$ cat src/rtl/game_layer_compositor.sv
// game_layer_compositor
//   Merges NUM_LAYERS sprite layers, the camera background, the game border
//   and the start-menu image into one 24-bit pixel per clock, with a
//   START/PLAY/OVER mode FSM and a frame-counted hit-flash effect.
//   Two registered pipeline stages; hcount/vcount are delayed to match.
//
// Ports
//   clk_in              pixel clock
//   rst_in              synchronous active-high reset
//   hcount_in/vcount_in current pixel column/row
//   nf_in               new-frame pulse (one cycle)
//   ir_in               last decoded IR remote code
//   camera_sw           1 enables the camera background
//   camera_pixel_in     camera pixel, aligned with hcount_in
//   start_pixel_in      start-menu pixel, aligned with hcount_in
//   layers_in           packed layer colours, layer k at [24k+23:24k], 0 = transparent
//   player_health_in    player health
//   opponent_health_in  opponent health
//   pixel_out           composited pixel (2-cycle latency)
//   hcount_out          hcount_in delayed 2 cycles
//   vcount_out          vcount_in delayed 2 cycles
//   mode_out            0 = START, 1 = PLAY, 2 = OVER
module game_layer_compositor #(
    parameter int          NUM_LAYERS   = 8,
    parameter int          BORDER_X     = 960,
    parameter int          BORDER_Y     = 640,
    parameter int          FLASH_FRAMES = 8,
    parameter logic [23:0] BORDER_COLOR = 24'hFF_FF_FF,
    parameter logic [23:0] FLASH_COLOR  = 24'hFF_00_00,
    parameter logic [31:0] START_CODE_A = 32'h20DF_5BA4,
    parameter logic [31:0] START_CODE_B = 32'h20DF_5AA5
) (
    input  logic                     clk_in,
    input  logic                     rst_in,
    input  logic [10:0]              hcount_in,
    input  logic [9:0]               vcount_in,
    input  logic                     nf_in,
    input  logic [31:0]              ir_in,
    input  logic                     camera_sw,
    input  logic [23:0]              camera_pixel_in,
    input  logic [23:0]              start_pixel_in,
    input  logic [NUM_LAYERS*24-1:0] layers_in,
    input  logic [2:0]               player_health_in,
    input  logic [2:0]               opponent_health_in,
    output logic [23:0]              pixel_out,
    output logic [10:0]              hcount_out,
    output logic [9:0]               vcount_out,
    output logic [1:0]               mode_out
);

    typedef enum logic [1:0] {
        MODE_START = 2'd0,
        MODE_PLAY  = 2'd1,
        MODE_OVER  = 2'd2
    } mode_t;

    localparam int FW = $clog2(FLASH_FRAMES + 1);

    mode_t          mode;
    logic [31:0]    ir_prev;
    logic [2:0]     prev_player_health;
    logic [FW-1:0]  flash_cnt;
    logic           code_hit;

    // stage 1
    logic           s1_valid;
    logic [23:0]    s1_color;
    logic           s1_border;
    logic [23:0]    s1_bg;
    logic [23:0]    s1_start;
    logic [10:0]    hcount_d1;
    logic [9:0]     vcount_d1;

    logic           sel_valid;
    logic [23:0]    sel_color;
    logic           border;
    logic [23:0]    pixel_next;
    logic [23:0]    bg_mod;

    assign code_hit = (ir_in == START_CODE_A) || (ir_in == START_CODE_B);
    assign mode_out = mode;

    // ---------------- mode FSM and hit flash ----------------
    always_ff @(posedge clk_in) begin
        if (rst_in) begin
            mode               <= MODE_START;
            ir_prev            <= '0;
            prev_player_health <= 3'd7;
            flash_cnt          <= '0;
        end else begin
            ir_prev <= ir_in;

            if (nf_in) begin
                prev_player_health <= player_health_in;
                if (mode == MODE_PLAY && player_health_in < prev_player_health)
                    flash_cnt <= FW'(FLASH_FRAMES);
                else if (flash_cnt != '0)
                    flash_cnt <= flash_cnt - 1'b1;
            end

            case (mode)
                MODE_START: begin
                    if (code_hit) begin
                        mode               <= MODE_PLAY;
                        prev_player_health <= player_health_in;
                    end
                end
                MODE_PLAY: begin
                    if (nf_in && (player_health_in == 3'd0 || opponent_health_in == 3'd0))
                        mode <= MODE_OVER;
                end
                MODE_OVER: begin
                    // a held code must not bounce straight back, so require a new code
                    if (code_hit && (ir_prev != ir_in))
                        mode <= MODE_START;
                end
                default: mode <= MODE_START;
            endcase
        end
    end

    // ---------------- stage 1 ----------------
    always_comb begin
        sel_valid = 1'b0;
        sel_color = '0;
        // lowest index wins: take the first nonzero layer only
        for (int unsigned k = 0; k < NUM_LAYERS; k++) begin
            if (!sel_valid && layers_in[k*24 +: 24] != 24'd0) begin
                sel_valid = 1'b1;
                sel_color = layers_in[k*24 +: 24];
            end
        end
    end

    assign border = ((hcount_in == 11'(BORDER_X)) && (vcount_in <= 10'(BORDER_Y))) ||
                    ((vcount_in == 10'(BORDER_Y)) && (hcount_in <= 11'(BORDER_X)));

    always_ff @(posedge clk_in) begin
        if (rst_in) begin
            s1_valid  <= 1'b0;
            s1_color  <= '0;
            s1_border <= 1'b0;
            s1_bg     <= '0;
            s1_start  <= '0;
            hcount_d1 <= '0;
            vcount_d1 <= '0;
        end else begin
            s1_valid  <= sel_valid;
            s1_color  <= sel_color;
            s1_border <= border;
            s1_bg     <= camera_sw ? camera_pixel_in : 24'd0;
            s1_start  <= start_pixel_in;
            hcount_d1 <= hcount_in;
            vcount_d1 <= vcount_in;
        end
    end

    // ---------------- stage 2 ----------------
    always_comb begin
        bg_mod = s1_bg;
        if (mode == MODE_PLAY && flash_cnt[0])
            bg_mod = FLASH_COLOR;       // odd count is necessarily nonzero
        else if (mode == MODE_OVER)
            bg_mod = (s1_bg >> 1) & 24'h7F_7F_7F;

        pixel_next = bg_mod;
        if (mode == MODE_START)
            pixel_next = s1_start;
        else if (s1_border)
            pixel_next = BORDER_COLOR;
        else if (s1_valid)
            pixel_next = s1_color;
    end

    always_ff @(posedge clk_in) begin
        if (rst_in) begin
            pixel_out  <= '0;
            hcount_out <= '0;
            vcount_out <= '0;
        end else begin
            pixel_out  <= pixel_next;
            hcount_out <= hcount_d1;
            vcount_out <= vcount_d1;
        end
    end

endmodule

$ cat config.mk
export PLATFORM = sky130hd
export DESIGN_NAME = game_layer_compositor
export DESIGN_NICKNAME = d
export VERILOG_FILES = /design/src/rtl/game_layer_compositor.sv
export SDC_FILE = /design/constraint.sdc
export NUM_CORES = 1
export LEC_CHECK = 0
export CAP_MARGIN = 20
export CORE_MARGIN = 2
export CORE_UTILIZATION = 40
export DETAILED_ROUTE_END_ITERATION = 6
export GPL_TIMING_DRIVEN = 0
export PLACE_DENSITY = 0.86
export SKIP_CTS_REPAIR_TIMING = 1
export SLEW_MARGIN = 30
export SYNTH_ARGS = -nofsm -noshare
export SYNTH_HDL_FRONTEND = slang
export SYNTH_SLANG_ARGS = --single-unit
$ cat constraint.sdc
create_clock -name clk_in -period 2.6 [get_ports clk_in]
set_input_delay 0.26 -clock clk_in [delete_from_list [all_inputs] [get_ports clk_in]]
set_output_delay 0.26 -clock clk_in [all_outputs]
set_load 0.005 [all_outputs]
---- After elaboration in Yosys (flattened, before gate mapping) ----
Index checks and enable logic that the tools add are counted.
storage, ports and cells
  output and inout bits ................... 47
  register bits ........................... 181
  logic and storage cells ................. 98
operators by class
  eq/ne operators ......................... 10
  muxes and demuxes ....................... 30
  $add $sub $neg .......................... 1
  bitwise logic cells ..................... 1
  reductions and logical operators ........ 39
  magnitude comparators ................... 3
operator list
  operator                number
  $mux W24                13
  $reduce_bool A24 Y1     8
  $eq A32 B30 Y1 const B  2
  $ne A32 B32 Y1          1
  $logic_and A1 B1 Y1     13
  $eq A11 B10 Y1 const B  1
  $le A11 B10 Y1 const B  1
  $eq A10 B10 Y1 const B  1
  $le A10 B10 Y1 const B  1
  $mux W3                 3
  $mux W1                 8
  $mux W4                 2
  $logic_not A1 Y1        7
  $logic_not A3 Y1        2
  $mux W2                 3
  $pmux W2 S3             1
  $ne A2 B2 Y1 const B    2
  $reduce_bool A4 Y1      1
  $sub A4 B1 Y4 const B   1
  $logic_or A1 B1 Y1      3
  $lt A3 B3 Y1            1
  $reduce_and A3 Y1       1
  $eq A2 B1 Y1 const B    1
  $eq A2 B2 Y1 const B    1
  6 further kinds         6

---- Longest topological paths before layout ----
Gate-level depths: netlist of run 1.
  depth in word-level cells ............... 23
  mapped depth ............................ 10
  depth with buffers taken out ............ 8

---- Worst setup path after synthesis of run 1 ----
No wires, ideal clock.
  kind .................................... in2reg
  start ................................... in layers_in[77]
  end ..................................... reg s1_color[18]
  stages .................................. 9
  path buffers ............................ 2
  data arrival time ....................... 2.104 ns
  setup time .............................. 0.130 ns
  slack ................................... 0.366 ns
  data required time ...................... 2.470 ns
  cells stage by stage .................... or4_4 -> nor2_2 -> and4bb_1 -> buf_6 -> nand3_4 -> or3_4 -> buf_6 -> o22ai_1 -> nor3_2
on the way
  longest elaborated chain between the ends .. 15
  elaborated cells on any way between the ends .. 19
  those cells by class .................... 9 x mux; 10 x reduce/logical
ends and longest elaborated chain
  what                     line  RTL
  start: declaration       42    input logic [NUM_LAYERS*24-1:0] layers_in,
  $reduce_bool A24 Y1 (*)  128   if (!sel_valid && layers_in[k*24 +: 24] != 24'd0) begin
  $logic_and A1 B1 Y1 (*)  128
  $mux W1                  128
  $logic_not A1 Y1         128
  $logic_and A1 B1 Y1      128
  $mux W1                  128
  $logic_not A1 Y1         128
  $logic_and A1 B1 Y1      128
  $mux W1                  128
  $logic_not A1 Y1         128
  $logic_and A1 B1 Y1      128
  $mux W1                  128
  $logic_not A1 Y1         128
  $logic_and A1 B1 Y1      128
  $mux W24 (*)             128
  end signal: assignment   149   s1_color <= sel_color;
  end: declaration         67    logic [23:0] s1_color;
Mark *: on every way between the ends. The rest lies on a longest branch, timed or not.
A chain may end at the register's enable or synchronous reset.

---- Worst setup path in the final report of run 1 ----
  start ................................... in layers_in[47]
  end ..................................... reg s1_color[18]
on the way
  longest elaborated chain between the ends .. 21
  elaborated cells on any way between the ends .. 27
  those cells by class .................... 13 x mux; 14 x reduce/logical
ends and longest elaborated chain
  what                     line
  $reduce_bool A24 Y1 (*)  128
  $logic_and A1 B1 Y1 (*)  128
  $mux W1                  128
  $logic_not A1 Y1         128
  $logic_and A1 B1 Y1      128
  $mux W1                  128
  $logic_not A1 Y1         128
  $logic_and A1 B1 Y1      128
  [... 5 more ...]         --
  $logic_and A1 B1 Y1      128
  $mux W1                  128
  $logic_not A1 Y1         128
  $logic_and A1 B1 Y1      128
  $mux W1                  128
  $logic_not A1 Y1         128
  $logic_and A1 B1 Y1      128
  $mux W24 (*)             128
Marks and branches as above.

==> metrics.txt, run 1 <==
fraction of layout instances using a drive strength above 1=0.0968; netlist area before placement=0.00821 mm^2; max-cap check violation count=0; # nets final=1586; worst slew margin relative to its limit=0.350; DR vias/cell=5.62; core area=a little over 0.02 mm^2; Chip Height=147 um; worst setup path class=input port to register; Syn Area/Cell=9.09 um^2; kind of launch point of the worst setup path=input port; syn nets=1210; arithmetic-cell share of the synthesized area counting full adders, half adders and majority gates=0.00610; minimum setup slack in the final design=-0.0703 ns; cell types occupying the most area after synthesis=dfxtp_1 44%, nor2b_1 7.5%, nor4_1 3.7%; number of design rule violations left after detail routing=0; Remaining Overflow, GRT=0; highest clock frequency the design can meet=0.374 GHz; Tcrit/Tclk final=1.03; count of placed standard cells in the final layout, fillers left out=1565; Yosys reg bits=181; synthesized instance count=903; largest fanout of any net on the critical path=10; Synth Flop Type=dfxtp_1; number of nets with antenna violations after detailed routing=0; # port buffers=between 300 and 400; cell count after placement=between 1500 and 2000; worst min-delay path category=input port to register; worst path arrival time=2.96 ns; number of detailed-route iterations in the first pass=5; fraction of registers with async set/reset=0; TritonCTS clock tree=built; final total negative setup slack=-0.115 ns; number of flops mapped to enable cells by yosys=0; Post-Place Setup Slack=-0.951 ns; IR Drop Worst-Case VDD=542 uV; Clock Sinks=181; P&R area growth vs syn=59.2%; Initial DRC Count=799; Setup violations, final=3; reported leakage power=5.08 nW; Root Buffer Master=clkbuf_16; area share of xor/xnor cells in the synthesized design=0.0352; half-perimeter wire length of the detailed placement result=27.4 mm; vias in the first global route=approximately 8500; fraction of the core area covered by cells at the end of the flow=0.648; count of different cell masters after synthesis=67; initial standard-cell utilization of the core=0.407; yosys synthesis warning count=0; routed wire length=roughly 34 mm; Clk Latency, worst-skew pair=about 0.43 ns; CP Data Required Time=2.89 ns; worst clock skew on the final layout=0.0114 ns; average routed wire per standard cell=21.8 um; Max Transition Viols Final=0; largest family of logic cells by synthesized area=simple AND/OR/NAND/NOR gates; first-pass GRT wire length=49.3 mm; Cell Rows=52; hold slack final=0.383 ns; maximum number of buffers from clock root to sink=2; Die X-Extent=147 um; clock period minus final worst setup slack=around 2.7 ns; Synth Area in Compound Gates=0.169; area fraction in and, or, nand and nor cells after synthesis=0.288; final-report hold violation count=0; portion of the post-synthesis area used by sequential elements=0.441; power density relative to cell area=a little over 500 mW/mm^2; final weighted congestion in routability-driven placement=0.957; post-CTS clock slew at the launch and capture registers of the worst setup and hold paths=0.07 ns; pin count of the biggest net entering global routing=17; Worst Tran Pin Value=0.972 ns; total via count after detailed routing=8792; cell taking the most area after synthesis=dfxtp_1; number of clock buffers inserted by TritonCTS=17; die area=0.0217 mm^2; I/O Pins=350; mux share of post-synthesis cell area=0.0195; critical path capture point type=register; Synth top area share=0.441; run status=finished, violations left; initial antenna violation count=3; H-tree Lvls=4; All-Layer GR Usage=0.301; failing checks=negative setup slack
## through the flow
stage	power, W	area (um^2)
floorplan	0.00342	8210
global placement	0.00413	12000
detailed placement	0.00415	12000
CTS	0.00667	12600
global route	0.00692	13100
finish	0.00668	13100
## cell usage after synthesis, types with 12 or more instances
master	instances
dfxtp_1	181
nor2b_1	99
nor2_1	69
nand2_1	68
nor4_1	49
clkbuf_1	40
and2_1	35
xnor2_1	33
a221oi_1	30
a21oi_1	22
nor3_1	22
inv_1	20
o21ai_0	19
nand4_1	18
mux2i_1	16
a211oi_1	14
nand3_1	14
o221ai_1	14
a22oi_1	12
## power breakdown
group	switching, W	internal (W)
sequential	0.0000689	0.00292
combinational	0.000476	0.000672
clock	0.00111	0.00143
total	0.00165	0.00502
## registers in the layout (all words and copies together), names as in the netlist, 2 cells and up
name and flops:
hcount_d1 11, pixel_out 24, vcount_d1 10, prev_player_health 3
s1_start 24, s1_color 24, s1_bg 24, flash_cnt 4
ir_prev 32, mode_out 2, vcount_out 10, hcount_out 11
## cells by family after synthesis
logic type      Yosys count
buf+inv                  74
xor+xnor                 33
compound gates          179
fa+ha+maj                 4
flops                   181
simple gates            416
mux                      16
## worst max-delay path: stages
cell	delay, ns
clkdlybuf4s50_1	0.47
nor4_4	0.31
nand4_4	0.22
nor4_4	0.48
buf_4	0.20
buf_4	0.11
nand3_4	0.09
or3_4	0.38
buf_6	0.17
o22ai_2	0.21
nor3_2	0.05
## placed cells by master, fill, tap and decap left out, types with 17 or more instances in the layout
master           instances
a21oi_1                 22
inv_1                   20
a221oi_1                28
nand4_1                 18
nor3_1                  22
clkbuf_16               17
dlymetal6s2s_1          28
nor2_1                  66
nor2b_1                 99
dfxtp_1                181
and2_1                  35
clkdlybuf4s50_1        320
clkbuf_1                34
xnor2_1                 33
o21ai_0                 19
nor4_1                  34
nand2_1                 66
## path summary, 6_finish.rpt
check / end / cells past startpoint / slack (ns) / startpoint
max: s1_color[18] / 11 / -0.07 / layers_in[47]
min: s1_start[6] / 2 / 0.38 / start_pixel_in[6]
max reg2reg: flash_cnt[0] / 7 / 0.17 / prev_player_health[1]
min reg2reg: hcount_out[8] / 1 / 0.43 / hcount_d1[8]
## routing by layer
metal,routed length [um],global-route usage,vias up
met5,0,0,-
met4,1060,0.102,0
met3,2950,0.0621,62
met2,16000,0.490,497
met1,14200,0.399,4172
li1,-,-,4061
## cell type report
class | count | area (um^2)
flip-flops and latches | 181 | 3620
multi-input cells | 648 | 4520
plain buffers | 51 | 277
diodes | 4 | 10.0
well taps | 270 | 338
clock inverters | 13 | 150
clock buffers | 18 | 429
repair buffers | 360 | 3640
fillers | 1640 | 7100
inverters | 20 | 75.1
Note: power is estimated with default switching activity, not from simulation.
==> inputs of run 2 (changes only) <==
--- a/config.mk
+++ b/config.mk
@@ -9,7 +9,6 @@
 export CORE_MARGIN = 2
 export CORE_UTILIZATION = 40
 export DETAILED_ROUTE_END_ITERATION = 6
-export GPL_TIMING_DRIVEN = 0
 export PLACE_DENSITY = 0.86
 export SKIP_CTS_REPAIR_TIMING = 1
 export SLEW_MARGIN = 30
==> metrics.txt, run 2 (synthesized netlist as in run 1, its figures left out) <==
max-cap check violation count=0; Setup violations, final=0; number of fill cells in the layout=approximately 1600; initial antenna violation count=7; run status=finished, final reports clean; post-CTS clock slew at the launch and capture registers of the worst setup and hold paths=0.07 ns; routed wire length=33.2 mm; net switching power=about 0.0017 W; clock period minus final worst setup slack=around 2.5 ns; hold path cells=2; Max Transition Viols Final=0; most common library cell in the layout ignoring fill and taps=clkdlybuf4s50_1; register bank with the most flops=ir_prev; depth of the worst register-to-register path=6; die area=0.0217 mm^2; internal power summed over all cells=0.00504 W; Slowest-stage cell, CP=clkdlybuf4s50_1; P&R area growth vs syn=66.7%; Hold Path Sink=vcount_out[8]; TritonCTS clock tree=built; reported leakage power=5.38 nW; worst min-delay path category=input port to register; largest fanout of any net on the critical path=14; Worst Tran Pin Value=0.721 ns; number of flip-flops in the largest register=32; vias in the first global route=8808; reg2reg start=mode_out[0]; Chip Height=147 um; unrepaired setup endpoints after global routing=false; DR vias/cell=5.35; pin count of the biggest net entering global routing=69; area occupied by multi-input gates=0.00434 mm^2; Cell Rows=52; register share of total power=0.446; All-Layer GR Usage=0.300; worst clock skew on the final layout=0.00864 ns; maximum number of buffers from clock root to sink=2; I/O Pins=350; number of nets with antenna violations after detailed routing=0; worst setup path class=input port to register; # port buffers=349; Initial DRC Count=701; final-report hold violation count=0; final weighted congestion in routability-driven placement=0.995; number of design rule violations left after detail routing=0; H-tree Lvls=4; core area=roughly 0.02 mm^2; cell count after placement=between 1500 and 2000; kind of launch point of the worst setup path=input port; total via count after detailed routing=between 8000 and 9000; power density relative to cell area=490 mW/mm^2; Clock Sinks=between 150 and 200; count of placed standard cells in the final layout, fillers left out=between 1500 and 2000; setup slack of the most critical reg-to-reg path=0.57 ns; end of the worst register-to-register path=pixel_out[16]; portion of total power attributed to combinational logic=0.179; fraction of layout instances using a drive strength above 1=0.174; stage delay of the slowest cell on the critical path=between 0.4 and 0.5 ns; Die X-Extent=approximately 150 um; initial standard-cell utilization of the core=0.407; worst path arrival time=2.88 ns; half-perimeter wire length of the detailed placement result=between 20 and 30 mm; Clk Latency, worst-skew pair=0.43 ns; average routed wire per standard cell=19.9 um; worst slew margin relative to its limit=0.517; # nets final=between 1500 and 2000; Tcrit/Tclk final=0.978; CP Data Required Time=between 2 and 3 ns; startpoint of the tightest hold check path=rst_in; Root Buffer Master=clkbuf_16; highest clock frequency the design can meet=approximately 0.39 GHz; Sw Ratio=0.248; IR Drop Worst-Case VDD=approximately 460 uV; first-pass GRT wire length=49.5 mm; area taken by flip-flops and latches=0.00362 mm^2; post-route total power=between 0.006 and 0.007 W; critical path capture point type=register; Remaining Overflow, GRT=0; hold slack final=0.268 ns; number of detailed-route iterations in the first pass=6; part of the total power dissipated in the clock network=0.375; leading cell types in the layout, fill and taps excluded=348 x clkdlybuf4s50_1, 181 x dfxtp_1, 154 x buf_4, 99 x nor2b_1, 69 x nor2_1; critical path cell sequence=clkdlybuf4s50_1 > nor4_2 > buf_4 > nand4_1 > nor4_4 > buf_6 > buf_6 > and2_1 > buf_4 > a221o_1 > mux2i_1 > a31oi_1; number of clock buffers inserted by TritonCTS=17
run 2: power groups by stage:
stage	registers [W]	logic [W]	clock network [W]
2_1_floorplan	0.00304	0.000379	0
6_report	0.00299	0.00120	0.00251
3_5_place_dp	0.00305	0.00118	0
5_1_grt	0.00300	0.00129	0.00265
4_1_cts	0.00299	0.00119	0.00254
3_3_place_gp	0.00305	0.00116	0
run 2: layout make-up:
cell class / count / area share
Sequential cell: 181 / 0.265
Clock buffer: 18 / 0.0321
Clock inverter: 14 / 0.0103
Antenna cell: 7 / 0.00128
Inverter: 20 / 0.00548
Timing Repair Buffer: 508 / 0.344
Tap cell: 270 / 0.0247
Multi-Input combinational cell: 648 / 0.317
run 2: stage by stage:
step	util	TNS [ns]	instance area [um^2]	setup slack, ns
after floorplan	-	0	8210	0.366
after global placement	0.643	-8.14	13000	-0.358
after detailed placement	0.643	-8.24	13000	-0.406
after CTS	0.672	0	13600	0.0181
after global routing	0.679	0	13700	0.000624
final	0.679	0	13700	0.0565
run 2: how the worst max path moves through the flow:
stage | from | endpoint
floorplan | layers_in[77] | s1_color[18]
detailed placement | layers_in[18] | s1_color[22]
CTS | layers_in[18] | s1_color[22]
global placement | layers_in[48] | s1_color[22]
global route | layers_in[18] | s1_color[1]
finish | layers_in[18] | s1_color[12]
run 2: critical path, delay by kind of cell:
kind / cells / cell delay [ns]
AOI/OAI and AO/OA: 2 / 0.39
muxes: 1 / 0.09
and+or+nand+nor: 4 / 1.00
buffers and inverters: 5 / 1.14
run 2: layer usage:
layer / track usage / up-vias / part of all wire
met5: 0 / - / 0
met4: 0.109 / 0 / 0.033
met3: 0.0624 / 69 / 0.076
met2: 0.508 / 441 / 0.48
met1: 0.379 / 4169 / 0.41
li1: - / 4238 / -
